### src/rtl/gbc_display_emitter.sv
`default_nettype none
// ============================================================================
// Module   : gbc_display_emitter
// Brief    : GBC LCD transmitter streaming a VRAM frame as DCLK/CLS/SPS/data.
//            Build option TEST_PATTERN_EN adds i_testPattern (vertical bars).
// Revision : 1.0 - initial release
// ============================================================================
module gbc_display_emitter #(
    parameter int CLK_DIV  = 4,
    parameter int H_PIXELS = 160,
    parameter int V_PIXELS = 144,
    parameter int H_BLANK  = 16,
    parameter int V_BLANK  = 10
) (
    input  logic        i_clk,
    input  logic        i_rst_n,
    input  logic        i_enable,
`ifdef TEST_PATTERN_EN
    input  logic        i_testPattern,
`endif
    input  logic [7:0]  i_vramReadData,
    output logic [14:0] o_vramReadAddr,
    output logic        o_gbcDCLK,
    output logic        o_gbcCLS,
    output logic        o_gbcSPS,
    output logic [2:0]  o_gbcPixelData,
    output logic        o_busy,
    output logic        o_frameDone
);

    localparam logic [2:0]  c_ST_IDLE   = 3'd0;
    localparam logic [2:0]  c_ST_SYNC   = 3'd1;
    localparam logic [2:0]  c_ST_ACTIVE = 3'd2;
    localparam logic [2:0]  c_ST_HBLANK = 3'd3;
    localparam logic [2:0]  c_ST_VBLANK = 3'd4;

    localparam logic [7:0]  c_DIV_LAST  = 8'(CLK_DIV - 1);
    localparam logic [15:0] c_H_LAST    = 16'(H_PIXELS - 1);
    localparam logic [15:0] c_HB_LAST   = 16'(H_BLANK - 1);
    localparam logic [15:0] c_LINE_LAST = 16'(H_PIXELS + H_BLANK - 1);
    localparam logic [15:0] c_V_LAST    = 16'(V_PIXELS - 1);
    localparam logic [15:0] c_VB_LAST   = 16'(V_BLANK - 1);
    localparam logic [14:0] c_ADDR_LAST = 15'(H_PIXELS * V_PIXELS - 1);

    logic [2:0]  r_state;
    logic [7:0]  r_div;
    logic        r_dclk;
    logic        r_cls;
    logic        r_sps;
    logic [2:0]  r_pix;
    logic        r_busy;
    logic        r_frame_done;
    logic [15:0] r_h;
    logic [15:0] r_v;
    logic [14:0] r_addr;

    logic        w_tick;
    logic        w_rise;
    logic        w_fall;
    logic [2:0]  w_nxt_state;
    logic [15:0] w_nxt_h;
    logic [15:0] w_nxt_v;
    logic [2:0]  w_pix;
    logic        w_unused_data;

    assign w_tick = (r_state != c_ST_IDLE) && (r_div == c_DIV_LAST);
    assign w_rise = w_tick && !r_dclk;
    assign w_fall = w_tick && r_dclk;

    // Only the bits carried to the panel are decoded.
    assign w_unused_data = ^{i_vramReadData[6:5], i_vramReadData[3:2], i_vramReadData[0]};

    // Next period's state/counters; applied on the DCLK rising-edge clock.
    always_comb begin
        w_nxt_state = r_state;
        w_nxt_h     = r_h;
        w_nxt_v     = r_v;
        case (r_state)
            c_ST_SYNC: begin
                w_nxt_state = c_ST_ACTIVE;
                w_nxt_h     = 16'd0;
                w_nxt_v     = 16'd0;
            end
            c_ST_ACTIVE: begin
                if (r_h == c_H_LAST) begin
                    w_nxt_state = c_ST_HBLANK;
                    w_nxt_h     = 16'd0;
                end else begin
                    w_nxt_h = r_h + 16'd1;
                end
            end
            c_ST_HBLANK: begin
                if (r_h == c_HB_LAST) begin
                    w_nxt_h = 16'd0;
                    if (r_v == c_V_LAST) begin
                        w_nxt_state = c_ST_VBLANK;
                        w_nxt_v     = 16'd0;
                    end else begin
                        w_nxt_state = c_ST_ACTIVE;
                        w_nxt_v     = r_v + 16'd1;
                    end
                end else begin
                    w_nxt_h = r_h + 16'd1;
                end
            end
            c_ST_VBLANK: begin
                if (r_h == c_LINE_LAST) begin
                    w_nxt_h = 16'd0;
                    if (r_v == c_VB_LAST) begin
                        w_nxt_v     = 16'd0;
                        w_nxt_state = i_enable ? c_ST_SYNC : c_ST_IDLE;
                    end else begin
                        w_nxt_v = r_v + 16'd1;
                    end
                end else begin
                    w_nxt_h = r_h + 16'd1;
                end
            end
            default: w_nxt_state = c_ST_IDLE;
        endcase
    end

    always_comb begin
        w_pix = {i_vramReadData[1], i_vramReadData[4], i_vramReadData[7]};
`ifdef TEST_PATTERN_EN
        if (i_testPattern) begin
            w_pix = w_nxt_h[7:5] ^ {w_nxt_v[3], 2'b00};
        end
`endif
    end

    always_ff @(posedge i_clk or negedge i_rst_n) begin
        if (!i_rst_n) begin
            r_state      <= c_ST_IDLE;
            r_div        <= 8'd0;
            r_dclk       <= 1'b0;
            r_cls        <= 1'b0;
            r_sps        <= 1'b0;
            r_pix        <= 3'd0;
            r_busy       <= 1'b0;
            r_frame_done <= 1'b0;
            r_h          <= 16'd0;
            r_v          <= 16'd0;
            r_addr       <= 15'd0;
        end else begin
            r_frame_done <= 1'b0;
            if (r_state == c_ST_IDLE) begin
                r_div  <= 8'd0;
                r_dclk <= 1'b0;
                if (i_enable) begin
                    // Entering SYNC is itself a DCLK rising edge.
                    r_state <= c_ST_SYNC;
                    r_dclk  <= 1'b1;
                    r_sps   <= 1'b1;
                    r_busy  <= 1'b1;
                    r_h     <= 16'd0;
                    r_v     <= 16'd0;
                end
            end else begin
                r_div <= (r_div == c_DIV_LAST) ? 8'd0 : r_div + 8'd1;
                if (w_fall) begin
                    r_dclk <= 1'b0;
                    // Prefetch the next pixel; the frame is linear so the line wrap is free.
                    if (r_state == c_ST_ACTIVE) begin
                        r_addr <= (r_addr == c_ADDR_LAST) ? 15'd0 : r_addr + 15'd1;
                    end
                end
                if (w_rise) begin
                    r_dclk  <= 1'b1;
                    r_state <= w_nxt_state;
                    r_h     <= w_nxt_h;
                    r_v     <= w_nxt_v;
                    r_sps   <= (w_nxt_state == c_ST_SYNC);
                    r_cls   <= (w_nxt_state == c_ST_ACTIVE);
                    r_pix   <= (w_nxt_state == c_ST_ACTIVE) ? w_pix : 3'd0;
                    if (r_state == c_ST_VBLANK && w_nxt_state != c_ST_VBLANK) begin
                        r_frame_done <= 1'b1;
                        if (w_nxt_state == c_ST_IDLE) begin
                            r_busy <= 1'b0;
                            r_dclk <= 1'b0;
                        end
                    end
                end
            end
        end
    end

    assign o_vramReadAddr = r_addr;
    assign o_gbcDCLK      = r_dclk;
    assign o_gbcCLS       = r_cls;
    assign o_gbcSPS       = r_sps;
    assign o_gbcPixelData = r_pix;
    assign o_busy         = r_busy;
    assign o_frameDone    = r_frame_done;

endmodule
`default_nettype wire

### config.mk
export PLATFORM = sky130hd
export DESIGN_NAME = gbc_display_emitter
export DESIGN_NICKNAME = d
export VERILOG_FILES = /design/src/rtl/gbc_display_emitter.sv
export SDC_FILE = /design/constraint.sdc
export NUM_CORES = 1
export LEC_CHECK = 0
export ABC_CLOCK_PERIOD_IN_PS = 3370
export CORE_MARGIN = 8
export CORE_UTILIZATION = 57
export DETAILED_ROUTE_END_ITERATION = 16
export GPL_TIMING_DRIVEN = 1
export PLACE_DENSITY = 0.79
export SLEW_MARGIN = 10
export SYNTH_ARGS = -nofsm -noshare
export SYNTH_HDL_FRONTEND = slang
export SYNTH_SLANG_ARGS = --single-unit
### constraint.sdc
create_clock -name i_clk -period 3.37 [get_ports i_clk]
set_clock_uncertainty 0.15 [all_clocks]
set_input_delay 0.674 -clock i_clk [delete_from_list [all_inputs] [get_ports i_clk]]
set_output_delay 0.674 -clock i_clk [all_outputs]
set_load 0.05 [all_outputs]
* Word-level counts from Yosys, hierarchy flattened
Index checks and enable logic that the tools add are counted.
** Operators by class
- Equal/unequal tests :: 17
- Bitwise gates (word level) :: 1
- $add $sub $neg :: 4
- Reduce and logical (&&, ||, !) cells :: 20
- Multiplexer cells :: 44
** Operators by type and width (number)
- two-way mux 16 bit :: 12
- case mux 16 bit (4 select lines) :: 1
- equality test 16 x 8 -> 1 bit, second input constant :: 3
- case mux 16 bit (3 select lines) :: 1
- adder 16 x 1 -> 16 bit, second input constant :: 2
- equality test 16 x 4 -> 1 bit, second input constant :: 2
- two-way mux 3 bit :: 9
- two-way mux 1 bit :: 17
- two-way mux 8 bit :: 2
- adder 15 x 1 -> 15 bit, second input constant :: 1
- equality test 15 bit, second input constant :: 1
- two-way mux 15 bit :: 1
- case mux 3 bit (4 select lines) :: 1
- equality test 3 x 2 -> 1 bit, second input constant :: 3
- != test 3 bit, second input constant :: 3
- adder 8 x 1 -> 8 bit, second input constant :: 1
- equality test 8 x 2 -> 1 bit, second input constant :: 1
- equality test 3 x 1 -> 1 bit, second input constant :: 2
- zero test 3 bit :: 2
- AND reduction 3 bit :: 2
- nonzero test 2 bit :: 3
- nonzero test 3 bit :: 2
- AND reduction 5 bit :: 1
- nonzero test 5 bit :: 1
- 8 further kinds :: 12
** Word-level totals
- Output and inout bits :: 23
- Input port bits :: 11
- Word-level logic and storage cells :: 97
- Bits in registers :: 66

* Depth between registers and ports, before layout
Gate-level depths: netlist of the first run.
- Depth after elaboration :: 9
- Depth in mapped cells :: 9
- Gate-level depth less buffers :: 8

* Worst setup path after synthesis of the first run
OpenSTA, ideal clock, no wires.
- Path kind :: reg2reg
- From :: register r_div[0]
- To :: register r_v[12]
- Data required time :: 3125 ps
- Clock period less this slack :: 2538 ps
- Cell stages (with the launch flop) :: 10
- Setup slack :: 832 ps
- Library setup time :: 95 ps
- Buffers on the path :: 2
- Data arrival time :: 2292 ps
- Cells stage by stage :: dfrtp_1 ha_1 or4b_4 nor3_4 o221ai_2 nand3b_4 or2_1 buf_6 buf_8 o31ai_1
** Between the ends
- Longest elaborated chain between the ends :: 5
** RTL lines
- start: declaration :: line 46 : logic [7:0] r_div;
- start signal: assignment :: line 160 : r_div <= (r_div == c_DIV_LAST) ? 8'd0 : r_div + 8'd1;
- equality test 8 x 2 -> 1 bit :: line 66 : assign w_tick = (r_state != c_ST_IDLE) && (r_div == c_DIV_LAST);
- logical AND 1 bit :: line 66
- logical AND 1 bit :: line 67 : assign w_rise = w_tick && !r_dclk;
- nonzero test 2 bit (no source line)
- AND reduction 5 bit (no source line)
- end signal: assignment :: line 172 : r_v <= w_nxt_v;
- end: declaration :: line 54 : logic [15:0] r_v;
No other way between the ends.
A chain may end at the register's enable or synchronous reset.

* Worst setup path after layout of the first run
- From :: register r_div[0]
- To :: register r_v[5]
Same word-level chain as after synthesis.

==> results.json, run 1 <==
{
  "coreArea_mm2": 0.00620,
  "cts_buffers": 9,
  "cpMaxStageDelayCell": "or4b_4",
  "viasPerCell": 5.91,
  "antenna_left": 0,
  "syn-num-nets": 389,
  "synth_warnings": 0,
  "firstDrtPassIters": 4,
  "finalCriticalPeriod_ns": 2.91,
  "crit_chain": "ha_1 -> or4b_4 -> nor3_4 -> o221ai_2 -> nand3b_4 -> or2_1 -> o31ai_1",
  "slew_headroom_pct": 54.3,
  "drt-initial-drc-count": 162,
  "maxSlewViolCount": 0,
  "cts_root_buf": "clkbuf_8",
  "grt_util_all_layers_pct": 17.6,
  "p_leak_nw": 1.75,
  "fin_ws_ns": 0.461,
  "startpoint": "r_div[0]$_DFF_PN0_",
  "synth.top_cells.by_area": "dfrtp_1 46%, nor2_1 4.4%, o21ai_0 4.3%, xnor2_1 3.7%, nand2_1 3.6%",
  "start_util_pct": 57.6,
  "cts.htree.levels": 3,
  "yosysSeqAreaShare_pct": 46.2,
  "ir_worst_vdd_mv": 0.288,
  "yosysTopAreaCell": "dfrtp_1",
  "r2r-start": "r_div[0]$_DFF_PN0_",
  "detail_route.wl_per_cell_um": 15.4,
  "power.total_mw": 1.49,
  "dp_hpwl_um": 5290,
  "synthDominantCellAreaShare_pct": 46.2,
  "hp-class": "primary input to async pin",
  "dp_slack_ns": 0.420,
  "cpPeakStageDelay_ns": 0.51,
  "rsz0062_at_grt": "false",
  "finalSetupTns_ns": 0,
  "ios": 34,
  "async_flop_share_pct": 100,
  "tritoncts": "yes",
  "io_buffers": 28,
  "critical_path_class": "register to register",
  "status": "complete, no violations",
  "cap_violations": 0,
  "hold_buffers": 0,
  "finalSetupViolCount": 0,
  "syn_avg_cell_area_um2": 9.58,
  "post_cts_buffers": 0,
  "path_clk_slew_ns": 0.08,
  "cp.required_ns": 3.46,
  "n_antenna_cell": 0,
  "holdWs_ns": 0.214,
  "synthesis.area_mm2": 0.00357,
  "dieArea_mm2": 0.00906,
  "globalRouteOverflowTotal": 0,
  "die_h_um": 95.2,
  "clock.fmax_ghz": 0.344,
  "ctsResizeCount": 0,
  "gp_congestion": 0.840,
  "fin_nets": 421,
  "finalWirelength_um": 7510,
  "drc": 0,
  "regArea_mm2": 0.00165,
  "areaGrowthSynthToFinish_pct": 14.2,
  "arrival_ns": 3.00,
  "drive_gt1_share_pct": 9.51,
  "endpoint_kind": "register",
  "cts_buffer_depth": 2,
  "n_fill_cell": 491,
  "synth_edf_count": 0,
  "syn_inst": 373,
  "ys_seq_elements": 66,
  "p_per_area_mw_per_mm2": 365,
  "vias": 2876,
  "multiInputGateArea_mm2": 0.00180,
  "clk_latency_ns": 0.34,
  "synthFlopType": "dfrtp_1",
  "grt_pass1_wl_um": 12700,
  "crit_fanout": 18,
  "cts_sinks": 66,
  "worst_pin_slew_ns": 0.685,
  "cp-start-kind": "register",
  "antenna_found_initial": 0,
  "rows": 29,
  "hold_viol": 0,
  "grt_pass1_vias": 2742,
  "die_w_um": 95.2,
  "ys_types": 61,
  "min_period_over_period_pct": 86.3,
  "grt_max_degree": 32
}
==> path summary, 6_finish.rpt <==
check | end | slack, ns | depth (start not counted)
worst min-delay path | r_div[3]$_DFF_PN0_ | 0.21 | 1
max in group asynchronous | o_vramReadAddr[14]$_DFFE_PN0P_ | 2.14 | 2
worst min register to register | r_div[0]$_DFF_PN0_ | 0.33 | 1
worst max-delay path | r_v[5]$_DFFE_PN0P_ | 0.46 | 7
worst max register to register | r_v[5]$_DFFE_PN0P_ | 0.46 | 7
min in group i_clk | r_div[0]$_DFF_PN0_ | 0.33 | 1
==> sequential cells by signal, indices dropped and copies added, names as in the netlist <==
name / count
r_div: 8
r_v: 16
o_gbcCLS: 1
r_h: 16
o_busy: 1
r_state: 3
o_vramReadAddr: 15
o_gbcSPS: 1
o_gbcPixelData: 3
o_gbcDCLK: 1
o_frameDone: 1
==> layer usage <==
metal	GRT usage, %	wire length [um]	vias up
met1	22.1	3500	1371
met2	28.4	3570	54
li1	-	-	1439
met5	0	0	-
met4	9.10	156	0
met3	3.31	286	12
==> worst max-delay path: cells and delay by family, from the launching register on <==
family	cells	cell delay [ns]
flops	1	0.39
compound gates	2	0.47
simple gates	4	1.54
fa+ha+maj	1	0.26
==> cells in the final DEF (no fill, tap or decap), types with 5 or more instances in the layout <==
master / n
nand4_1: 13
or3_1: 6
xor2_1: 10
o31ai_1: 11
ha_1: 5
o21ai_0: 31
inv_1: 6
clkbuf_8: 9
dfrtp_1: 66
and3_1: 8
nor2_1: 42
nor3_1: 12
nand2_1: 34
buf_4: 5
nand3_1: 20
clkdlybuf4s50_1: 27
a22o_1: 6
a21oi_1: 8
xnor2_1: 15
nor4_1: 6
a31oi_1: 7
==> report_power, final <==
group	switching (mW)	leakage [nW]	internal [mW]
sequential	0.00102	0.875	0.793
combinational	0.0249	0.781	0.0105
clock	0.316	0.0889	0.343
==> through the flow <==
| stage | instance area, um^2 | cells | util (%) |
|---|---|---|---|
| floorplan | 3570 | 373 | - |
| global placement | 3880 | 471 | 62.6 |
| detailed placement | 3880 | 471 | 62.6 |
| CTS | 4080 | 487 | 65.7 |
| global route | 4080 | 487 | 65.7 |
| finish | 4080 | 487 | 65.7 |
==> kinds of logic (layout without fill, tap and decap cells) <==
| group | Yosys count | after routing | synth area share, % |
|---|---|---|---|
| flip-flops | 66 | 66 | 46.2 |
| buffers and inverters | 18 | 55 | 3.33 |
| XOR/XNOR | 25 | 25 | 6.13 |
| multiplexers | 2 | 2 | 0.595 |
| AND/OR/NAND/NOR | 179 | 179 | 27.5 |
| adder cells (fa/ha/maj) | 5 | 5 | 1.75 |
| AO/OA/AOI/OAI | 78 | 78 | 14.5 |
==> Yosys cell counts, types with 5 or more instances <==
master and number:
inv_1 6, o31ai_1 11, nand4_1 13, or3_1 6
and3_1 8, nor2_1 42, dfrtp_1 66, nand3_1 20
ha_1 5, o21ai_0 31, a21oi_1 8, a31oi_1 7
nand2_1 34, a22o_1 6, clkbuf_1 5, xor2_1 10
nor4_1 6, xnor2_1 15, nor3_1 12
==> final cells by class <==
cell class	count	share of cell area, %
Multi-Input combinational cell	289	44.2
Sequential cell	66	40.5
Timing Repair Buffer	33	7.67
Clock buffer	10	3.13
Tap cell	77	2.36
Clock inverter	6	1.63
Inverter	6	0.552
Note: power is estimated with default switching activity, not from simulation.
==> inputs of run 2 (changes only) <==
--- a/config.mk
+++ b/config.mk
@@ -7,10 +7,9 @@
 export LEC_CHECK = 0
 export ABC_CLOCK_PERIOD_IN_PS = 3370
 export CORE_MARGIN = 8
-export CORE_UTILIZATION = 57
+export CORE_UTILIZATION = 35
 export DETAILED_ROUTE_END_ITERATION = 16
 export GPL_TIMING_DRIVEN = 1
-export PLACE_DENSITY = 0.79
 export SLEW_MARGIN = 10
 export SYNTH_ARGS = -nofsm -noshare
 export SYNTH_HDL_FRONTEND = slang
==> run 2 against run 1 <==
- cell count increased by 12%
- critical path type unchanged
- via count increased by 0.21%
- first-iteration DRC count increased by 38%
- critical path depth unchanged
- routed wire length decreased by 0.60%
- power decreased by 1.8%
- non-clock buffer count decreased by 1
- highest routed layer unchanged
- sequential power about the same
- global-route usage decreased by 5.7 points
- fmax decreased by 2.1%
==> results.json, run 2 (synthesis gave the netlist of run 1 again) <==
{
  "status": "complete, no violations",
  "r2r-start": "r_div[0]$_DFF_PN0_",
  "holdWs_ns": 0.227,
  "p_leak_nw": 1.75,
  "arrival_ns": 3.04,
  "start_util_pct": 35.2,
  "cp.required_ns": 3.44,
  "maxSlewViolCount": 0,
  "r2r_end": "r_v[6]$_DFFE_PN0P_",
  "ios": 34,
  "hold_buffers": 0,
  "p_per_area_mw_per_mm2": 352,
  "dp_hpwl_um": 5210,
  "cap_violations": 0,
  "viasPerCell": 5.30,
  "areaGrowthSynthToFinish_pct": 16.1,
  "drive_gt1_share_pct": 9.07,
  "endpoint_kind": "register",
  "finalWirelength_um": 7470,
  "firstDrtPassIters": 4,
  "hp-class": "primary input to async pin",
  "dieArea_mm2": 0.0137,
  "n_fill_cell": 977,
  "slew_headroom_pct": 54.3,
  "tritoncts": "yes",
  "crit_fanout": 18,
  "min_period_over_period_pct": 88.2,
  "detail_route.wl_per_cell_um": 13.7,
  "grt_pass1_wl_um": 13200,
  "drt-initial-drc-count": 224,
  "critical_path_class": "register to register",
  "antenna_found_initial": 0,
  "startpoint": "r_div[0]$_DFF_PN0_",
  "gp_congestion": 0.769,
  "post_cts_buffers": 0,
  "vias": 2882,
  "cp-start-kind": "register",
  "coreArea_mm2": 0.0101,
  "die_w_um": 117,
  "hold_viol": 0,
  "drc": 0,
  "die_h_um": 117,
  "grt_util_all_layers_pct": 12.0,
  "clk_latency_ns": 0.34,
  "cts_root_buf": "clkbuf_8",
  "utilization_pct": 40.9,
  "clock.fmax_ghz": 0.337,
  "rsz0062_at_grt": "false",
  "path_clk_slew_ns": 0.07,
  "cts.htree.levels": 3,
  "finalSetupTns_ns": 0,
  "worst_pin_slew_ns": 0.680,
  "cts_buffers": 9,
  "final_common_cell": "dfrtp_1",
  "mostFrequentLayoutCells": "66 x dfrtp_1, 42 x nor2_1, 34 x nand2_1",
  "grt_pass1_vias": 2795,
  "ctsResizeCount": 0,
  "cts_buffer_depth": 2,
  "finalSetupViolCount": 0,
  "grt_max_degree": 38,
  "io_buffers": 28,
  "reg2reg_depth": 7,
  "antenna_left": 0,
  "r2r_setup_slack_ns": 0.40,
  "rows": 37,
  "ir_worst_vdd_mv": 0.148,
  "cts_sinks": 66,
  "n_antenna_cell": 0,
  "fin_nets": 420,
  "finalCriticalPeriod_ns": 2.97,
  "globalRouteOverflowTotal": 0
}
==> run 2: cell count changes in the layout (fill, tap and decap cells not counted), sizes merged <==
cell | previous run | this run
buf | 6 | 5
clkinv | 1 | 3
inv | 7 | 6
clkinvlp | 3 | 1
==> run 2: final cells by class <==
class,count,area [um^2],area share (%)
clock buffers,10,128,3.08
clock inverters,5,56.3,1.36
inverters,6,22.5,0.543
multi-input cells,289,1800,43.4
flip-flops and latches,66,1650,39.8
well taps,136,170,4.10
repair buffers,32,318,7.66
==> run 2: routing by layer <==
layer / vias up / wire [um] / global-route usage [%]
met4: 0 / 108 / 4.35
met5: - / 0 / 0
met3: 11 / 423 / 3.18
met1: 1387 / 3570 / 15.6
li1: 1429 / - / -
met2: 55 / 3370 / 18.7
==> run 2: worst max path at each step <==
stage	endpoint
floorplan	r_v[12]$_DFFE_PN0P_
global placement	r_v[11]$_DFFE_PN0P_
detailed placement	r_v[12]$_DFFE_PN0P_
CTS	r_v[6]$_DFFE_PN0P_
global route	r_v[11]$_DFFE_PN0P_
finish	r_v[6]$_DFFE_PN0P_
==> run 2: metrics by stage <==
step	setup WS (ns)	cells	instance area (um^2)	total power, mW
floorplan	0.832	373	3570	0.818
global placement	0.458	529	3960	0.848
detailed placement	0.433	529	3960	0.848
CTS	0.408	544	4150	1.48
global route	0.157	544	4150	1.52
finish	0.398	544	4150	1.46
==> run 2: critical path, cell delays in order, from the launching register on <==
cell      delay [ns]
dfrtp_1         0.39
ha_1            0.27
or4b_4          0.52
nor3_4          0.28
o221ai_2        0.13
nand3b_4        0.29
or2_1           0.49
o41ai_1         0.33
==> run 2: power by group <==
group | switching (mW) | internal [mW] | leakage (nW)
combinational | 0.0248 | 0.0113 | 0.781
sequential | 0.000988 | 0.794 | 0.875
clock | 0.294 | 0.336 | 0.0921
